`src/rtl/i2c_target.sv`:
```
// I2C target: oversamples SCL/SDA on ref_clk, matches a 7-bit address and
// serves a 16x8 register file through an auto-incrementing pointer.
module i2c_target #(
  parameter logic [6:0] ADDR       = 7'h58,
  parameter logic [7:0] RESET_FILL = 8'h00
) (
  input  logic       ref_clk,
  input  logic       rst,
  input  logic       scl_in,
  input  logic       sda_in,
  output logic       sda_oe,
  output logic       wr_valid,
  output logic [3:0] wr_addr,
  output logic [7:0] wr_data,
  output logic       busy,
  input  logic [3:0] dbg_addr,
  output logic [7:0] dbg_data
);

  typedef enum logic [3:0] {
    ST_IDLE, ST_ADDR, ST_ADDR_ACK, ST_PTR, ST_PTR_ACK,
    ST_WDATA, ST_WDATA_ACK, ST_RDATA, ST_RDATA_MACK, ST_WAIT_STOP
  } state_t;

  logic [1:0] scl_sync_r, sda_sync_r;
  logic       scl_prev_r, sda_prev_r;
  logic       scl_s, sda_s, scl_rise_s, scl_fall_s, start_s, stop_s;

  state_t     state_r, state_n;
  logic [3:0] cnt_r, cnt_n;
  logic [6:0] shift_r, shift_n;
  logic [7:0] rd_shift_r, rd_shift_n;
  logic [3:0] ptr_r, ptr_n, ptr_inc_s;
  logic       rw_r, rw_n;
  logic       ack_phase_r, ack_phase_n;
  logic       sda_oe_r, sda_oe_n;
  logic       busy_r, busy_n;
  logic       we_s;
  logic [7:0] byte_s, rd_sel_s, rd_next_s;
  logic       wr_valid_r;
  logic [3:0] wr_addr_r;
  logic [7:0] wr_data_r;
  logic [7:0] regs_r [16];

  // Two-flop synchronizers plus previous-value copy; idle bus is high.
  always_ff @(posedge ref_clk or posedge rst) begin
    if (rst) begin
      scl_sync_r <= 2'b11;
      sda_sync_r <= 2'b11;
      scl_prev_r <= 1'b1;
      sda_prev_r <= 1'b1;
    end else begin
      scl_sync_r <= {scl_sync_r[0], scl_in};
      sda_sync_r <= {sda_sync_r[0], sda_in};
      scl_prev_r <= scl_sync_r[1];
      sda_prev_r <= sda_sync_r[1];
    end
  end

  assign scl_s      = scl_sync_r[1];
  assign sda_s      = sda_sync_r[1];
  assign scl_rise_s = scl_s & ~scl_prev_r;
  assign scl_fall_s = ~scl_s & scl_prev_r;
  // SCL must be stably high, so a coincident SCL edge makes it a data bit.
  assign start_s    = ~sda_s & sda_prev_r & scl_s & scl_prev_r;
  assign stop_s     = sda_s & ~sda_prev_r & scl_s & scl_prev_r;
  assign byte_s     = {shift_r, sda_s};
  assign ptr_inc_s  = ptr_r + 4'd1;
  assign rd_sel_s   = regs_r[ptr_r];
  assign rd_next_s  = regs_r[ptr_inc_s];

  // Next-state and datapath decode; bus events take priority over any state.
  always_comb begin
    state_n     = state_r;
    cnt_n       = cnt_r;
    shift_n     = shift_r;
    rd_shift_n  = rd_shift_r;
    ptr_n       = ptr_r;
    rw_n        = rw_r;
    ack_phase_n = ack_phase_r;
    sda_oe_n    = sda_oe_r;
    busy_n      = busy_r;
    we_s        = 1'b0;
    if (stop_s) begin
      state_n     = ST_IDLE;
      cnt_n       = 4'd0;
      ack_phase_n = 1'b0;
      sda_oe_n    = 1'b0;
      busy_n      = 1'b0;
    end else if (start_s) begin
      state_n     = ST_ADDR;
      cnt_n       = 4'd0;
      ack_phase_n = 1'b0;
      sda_oe_n    = 1'b0;
    end else begin
      case (state_r)
        ST_IDLE: sda_oe_n = 1'b0;
        ST_ADDR, ST_PTR, ST_WDATA: begin
          if (scl_rise_s) begin
            shift_n = byte_s[6:0];
            cnt_n   = cnt_r + 4'd1;
            if (cnt_r == 4'd7) begin
              cnt_n       = 4'd0;
              ack_phase_n = 1'b0;
              case (state_r)
                ST_ADDR: begin
                  if (byte_s[7:1] == ADDR) begin
                    state_n = ST_ADDR_ACK;
                    busy_n  = 1'b1;
                    rw_n    = byte_s[0];
                  end else begin
                    state_n  = ST_WAIT_STOP;
                    sda_oe_n = 1'b0;
                  end
                end
                ST_PTR: begin
                  ptr_n   = byte_s[3:0];
                  state_n = ST_PTR_ACK;
                end
                ST_WDATA: begin
                  we_s    = 1'b1;
                  ptr_n   = ptr_inc_s;
                  state_n = ST_WDATA_ACK;
                end
                default: state_n = ST_IDLE;
              endcase
            end else begin
              state_n = state_r;
            end
          end else begin
            shift_n = shift_r;
          end
        end
        // First fall after the byte starts the ACK, the next fall ends it.
        ST_ADDR_ACK, ST_PTR_ACK, ST_WDATA_ACK: begin
          if (scl_fall_s) begin
            if (!ack_phase_r) begin
              sda_oe_n    = 1'b1;
              ack_phase_n = 1'b1;
            end else begin
              sda_oe_n    = 1'b0;
              ack_phase_n = 1'b0;
              cnt_n       = 4'd0;
              if (state_r == ST_ADDR_ACK && rw_r) begin
                state_n    = ST_RDATA;
                rd_shift_n = {rd_sel_s[6:0], 1'b0};
                sda_oe_n   = ~rd_sel_s[7];
                cnt_n      = 4'd1;
              end else if (state_r == ST_ADDR_ACK) begin
                state_n = ST_PTR;
              end else begin
                state_n = ST_WDATA;
              end
            end
          end else begin
            ack_phase_n = ack_phase_r;
          end
        end
        ST_RDATA: begin
          if (scl_fall_s) begin
            if (cnt_r == 4'd8) begin
              sda_oe_n = 1'b0;
              state_n  = ST_RDATA_MACK;
            end else begin
              sda_oe_n   = ~rd_shift_r[7];
              rd_shift_n = {rd_shift_r[6:0], 1'b0};
              cnt_n      = cnt_r + 4'd1;
            end
          end else begin
            cnt_n = cnt_r;
          end
        end
        ST_RDATA_MACK: begin
          if (scl_rise_s) begin
            if (!sda_s) begin
              ptr_n      = ptr_inc_s;
              rd_shift_n = rd_next_s;
              cnt_n      = 4'd0;
              state_n    = ST_RDATA;
            end else begin
              state_n = ST_WAIT_STOP;
            end
          end else begin
            state_n = state_r;
          end
        end
        ST_WAIT_STOP: sda_oe_n = 1'b0;
        default: begin
          state_n  = ST_IDLE;
          sda_oe_n = 1'b0;
        end
      endcase
    end
  end

  // FSM state and datapath registers.
  always_ff @(posedge ref_clk or posedge rst) begin
    if (rst) begin
      state_r     <= ST_IDLE;
      cnt_r       <= 4'd0;
      shift_r     <= 7'd0;
      rd_shift_r  <= 8'd0;
      ptr_r       <= 4'd0;
      rw_r        <= 1'b0;
      ack_phase_r <= 1'b0;
      sda_oe_r    <= 1'b0;
      busy_r      <= 1'b0;
    end else begin
      state_r     <= state_n;
      cnt_r       <= cnt_n;
      shift_r     <= shift_n;
      rd_shift_r  <= rd_shift_n;
      ptr_r       <= ptr_n;
      rw_r        <= rw_n;
      ack_phase_r <= ack_phase_n;
      sda_oe_r    <= sda_oe_n;
      busy_r      <= busy_n;
    end
  end

  // Register file and committed-write strobe.
  always_ff @(posedge ref_clk or posedge rst) begin
    if (rst) begin
      for (int i = 0; i < 16; i++) regs_r[i] <= RESET_FILL;
      wr_valid_r <= 1'b0;
      wr_addr_r  <= 4'd0;
      wr_data_r  <= 8'd0;
    end else begin
      wr_valid_r <= we_s;
      if (we_s) begin
        regs_r[ptr_r] <= byte_s;
        wr_addr_r     <= ptr_r;
        wr_data_r     <= byte_s;
      end
    end
  end

  assign sda_oe   = sda_oe_r;
  assign wr_valid = wr_valid_r;
  assign wr_addr  = wr_addr_r;
  assign wr_data  = wr_data_r;
  assign busy     = busy_r;
  assign dbg_data = regs_r[dbg_addr];

endmodule
```
`config.mk`:
```
export PLATFORM = sky130hd
export DESIGN_NAME = i2c_target
export DESIGN_NICKNAME = d
export VERILOG_FILES = /design/src/rtl/i2c_target.sv
export SDC_FILE = /design/constraint.sdc
export NUM_CORES = 1
export LEC_CHECK = 0
export ABC_AREA = 1
export BUFFER_PORTS_ARGS = -buffer_cell sky130_fd_sc_hd__buf_2
export CORE_ASPECT_RATIO = 0.8
export CORE_MARGIN = 3
export CORE_UTILIZATION = 50
export DETAILED_ROUTE_END_ITERATION = 6
export PLACE_DENSITY = 0.66
export REMOVE_ABC_BUFFERS = 1
export SETUP_SLACK_MARGIN = 0.4
export SLEW_MARGIN = 40
export SYNTH_ARGS = -nofsm -noshare
export SYNTH_HDL_FRONTEND = slang
export SYNTH_SLANG_ARGS = --single-unit
```
`constraint.sdc`:
```
create_clock -name ref_clk -period 7.1 [get_ports ref_clk]
set_clock_uncertainty 0.2 [all_clocks]
set_input_delay 1.065 -clock ref_clk [delete_from_list [all_inputs] [get_ports ref_clk]]
set_output_delay 1.065 -clock ref_clk [all_outputs]
set_load 0.02 [all_outputs]
```
### Word level (Yosys, flattened, before mapping)

Index checks and enable logic that the tools add are counted.

* bits in writable memories: 0
* memories kept: 0
* register bits: 178
* logic and storage cells: 202
* latch bits: 0
* bits in read-only memories: 0

* bitwise operators: 19
* add/subtract/negate cells: 2
* reductions and logical operators: 24
* $mul: 0
* shift-type cells: 0
* divide/modulo/power cells: 0
* muxes and demuxes: 85
* equality and inequality tests: 36
* order comparisons: 4

Operators with widths (count)
* 128-bit bitwise mux: 1
* 8-bit 2-to-1 mux: 14
* 4-bit 2-to-1 mux: 25
* 8-bit binary-select mux with 4-bit select: 3
* 4-bit != test, second input constant: 11
* 8-bit demux with 4-bit select: 1
* 1-bit 2-to-1 mux: 31
* 8-bit one-hot mux with 3 select lines: 1
* 8-bit AND reduction: 3
* 4-bit by 3-bit == test with 1-bit output, second input constant: 5
* 4-bit one-hot mux with 5 select lines: 1
* 2-bit != test, second input constant: 9
* 4-bit one-hot mux with 2 select lines: 2
* 4-bit one-hot mux with 4 select lines: 1
* 5-bit >= comparator, second input constant: 3
* 4-bit inverter with 5-bit output: 3
* 7-bit AND reduction: 2
* 4-bit == test, second input constant: 3
* 4-bit one-hot mux with 3 select lines: 1
* 2-bit nonzero test: 6
* 10-bit AND reduction: 1
* 4-bit by 1-bit adder with 4-bit output, second input constant: 2
* 1-bit bitwise AND: 8
* 4-bit by 2-bit == test with 1-bit output, second input constant: 2
* other kinds (19): 31

### Depth between registers and ports, before layout

* depth after elaboration: 11
* gate-level depth with buffers: 16

### Worst setup path after synthesis

Ideal clock, no wire load.

* kind: input to output
* start point: input port dbg_addr[1]
* end point: output port dbg_data[7]
* stages: 6
* buffers on the path: 2
* required time: 5.835 ns
* slack: 3.409 ns
* arrival time: 2.426 ns
* path through: clkbuf_1 clkbuf_1 o21ai_0 a21oi_1 o22ai_1 o21ai_0

* longest elaborated chain between the ends: 4

RTL lines
* start, declared: line 16 `input logic [3:0] dbg_addr,`
* 4-bit inverter with 5-bit output (implied by the code): line 243 `assign dbg_data = regs_r[dbg_addr];`
* 8-bit binary-select mux with 4-bit select: line 243
* 8-bit 2-to-1 mux (implied by the code) (2 in series): line 243
* end, declared: line 17 `output logic [7:0] dbg_data`

Every way passes these cells. The select of a mux whose other input is x is not followed.

### Final worst setup path

* start point: input port dbg_addr[2]
* end point: output port dbg_data[7]

The elaborated chain is that of the path after synthesis.

==> impl_metrics.ini <==
[clocking]
cts_buffers = 17
cts_tree = yes
postCtsResizedCells = 0
cts.sinks = 178
cts_root_buffer = clkbuf_16
insertion_delay_ns = 0.44
cts_setup_buffers = 0
post_cts_hold_buffer_count = 0
ctsHtreeMaxLevel = 4
path_clk_slew_ns = 0.07
clockBufferDepth = 2

[final_layout]
final_core_util_pct = 55.3
layout-drive-gt1-share_pct = 6.33
fin_cells = 1974
layout.nets = 1675
diodes = 0
areaGrowthSynthToFinish_pct = 6.81

[power]
pwr-share-clk_pct = 27.9
irDropWorstVdd_mv = 0.179
p_comb_share_pct = 40.9
switching_power_mw = 1.63
seqPwrFrac_pct = 31.2
power_mw = 3.70
intPower_mw = 2.08
p_leak_nw = 5.86
switching_share_pct = 43.9
power_density_nw_per_um2 = 305

[detailed_routing]
routedWlPerCell_um = 18.2
num_vias = 11100
dr.first_iter.drc_count = 1564
drtAntennaViolNets = 0
wl_um = 35900
viasPerCell = 5.63
drc_errors = 0
firstDrtPassIters = 5

[place]
portBuffers = 30
dpl.hpwl_um = 22700
place_congestion = 0.906
dp_cells = 1942
dp_worst_setup_slack_ns = 2.73

[flow_run]
cap_violations = 0

[global_route]
grt_overflow_total = 0
grtUsageTotal_pct = 29.7
grt_pass1_wl_um = 56700
met1_usage_pct = 46.7
use_met2_pct = 40.7
grt_max_degree = 124
met3_usage_pct = 6.76
busiest_layer = met1
antenna_found_initial = 0
grt_pass1_vias = 9749

[run_status]
status = finished clean

[hold_path]
min_path_type = reg -> reg

[synthesis]
ys.flop_type = dfrtp_1
syn_area_um2 = 11400
synth_enable_flop_cells = 0
yosys_register_bits = 178
ys_seq_area_share_pct = 39.3
synth_top_area_share_pct = 37.9
yosysTopAreaCell = dfrtp_1
syn-instance-count = 1707
ys_top_cells_by_count = nand2_1, o21ai_0, nand3_1
yosys.cell_count.top_type = nand2_1
ys_warn_count = 0
ys_types = 38
synth-async-reset-ratio_pct = 100
post_synth_main_area_contributors = dfrtp_1, nand2_1, o21ai_0
avgSynthCellArea_um2 = 6.65

[critical_path]
critPathMaxFanout = 26
critPathLaunchType = primary input
required_ns = 5.83
endpoint_kind = output pin
cp.arrival_ns = 3.26
path_class = in -> out

[sta]
setup_viol_count_final = 0
worst_slew_pin_slew_ns = 0.875
fin_crit_ns = 4.52
max_freq_mhz = 221
timing.final.max_slew_violations = 0
hold_viol = 0
rsz0062_at_grt = false
fin_ws_ns = 2.58
fin_crit_sh_pct = 63.7
fin_tns_setup_ns = 0
relSlewSlack_pct = 41.3

[floorplanning]
initial_core_util_pct = 51.8
die_w_um = 174
fp.dieH_um = 141
die-area_um2 = 24600
core_um2 = 21900
rows = 48
ios = 31
[critical path, stage by stage]
cell      delay [ns]
buf_2           0.26
clkinv_1        0.76
nand2_1         0.29
o22ai_1         0.16
o21ai_0         0.47
buf_2           0.26
[cells by family after synthesis]
kind of cell / count (synthesis) / share of synthesized area, %
AOI/OAI and AO/OA: 367 / 17.0
xor gates and xnor gates: 3 / 0.231
adders and majority gates: 6 / 0.661
buffers and inverters: 285 / 10.4
DFF: 178 / 39.3
and+or+nand+nor: 868 / 32.5
[worst paths after layout]
kind	startpoint	to	slack (ns)	depth (start not counted)
worst max-delay path	dbg_addr[2]	dbg_data[7]	2.58	6
min in group asynchronous	rst	regs_r[106]$_DFFE_PP0P_	0.53	2
worst min-delay path	scl_sync_r[0]$_DFF_PP1_	scl_sync_r[1]$_DFF_PP1_	0.16	0
worst min register to register	scl_sync_r[0]$_DFF_PP1_	scl_sync_r[1]$_DFF_PP1_	0.16	0
max in group asynchronous	rst	regs_r[58]$_DFFE_PP0P_	4.95	3
worst max register to register	ptr_r[0]$_DFFE_PP0P_	regs_r[81]$_DFFE_PP0P_	3.71	4
[registers in the layout, indices dropped and copies added, names as in the netlist, 2 cells and up]
signal / cells
regs_r: 128
rd_shift_r: 8
wr_data: 8
shift_r: 7
cnt_r: 4
ptr_r: 4
state_r: 4
wr_addr: 4
scl_sync_r: 2
sda_sync_r: 2
[per-layer routing]
metal / vias to the layer above / wire length (um)
met2: 545 / 14400
met3: 53 / 3660
met5: - / 0
met4: 0 / 825
met1: 5098 / 17000
li1: 5424 / -
[stage by stage]
step | instance area [um2] | hold slack, ns
6_report | 12100 | 0.158
5_1_grt | 12100 | 0.162
4_1_cts | 12100 | 0.160
3_5_place_dp | 11500 | 0.149
3_3_place_gp | 11500 | 0.146
2_1_floorplan | 10800 | 0.145
[layout make-up]
type,instances,area [um2]
inverter,176,674
fill,2176,9790
multi-input combinational,1244,5720
tap,300,375
timing repair buffer,44,268
clock buffer,19,433
clock inverter,13,194
sequential,178,4470
[power by group through the flow]
stage	combinational, mW	sequential, mW	clock [mW]
finish	1.52	1.15	1.03
global route	1.67	1.17	1.09
CTS	1.48	1.15	1.05
detailed placement	1.47	1.17	0
global placement	1.46	1.17	0
floorplan	0.986	1.19	0
[placed cells by master, fill, tap and decap left out, types with 6 or more instances in the layout]
master and instances:
ha_1 6, a21oi_1 82, buf_4 13, dfstp_2 6
inv_1 167, o21ai_0 253, nand3_1 186, nand2_1 594
buf_2 29, nand3_4 9, dfrtp_1 171, clkbuf_16 17
nor2_1 56, nand4_1 7, o221ai_1 15
(Power assumes the default switching activity.)
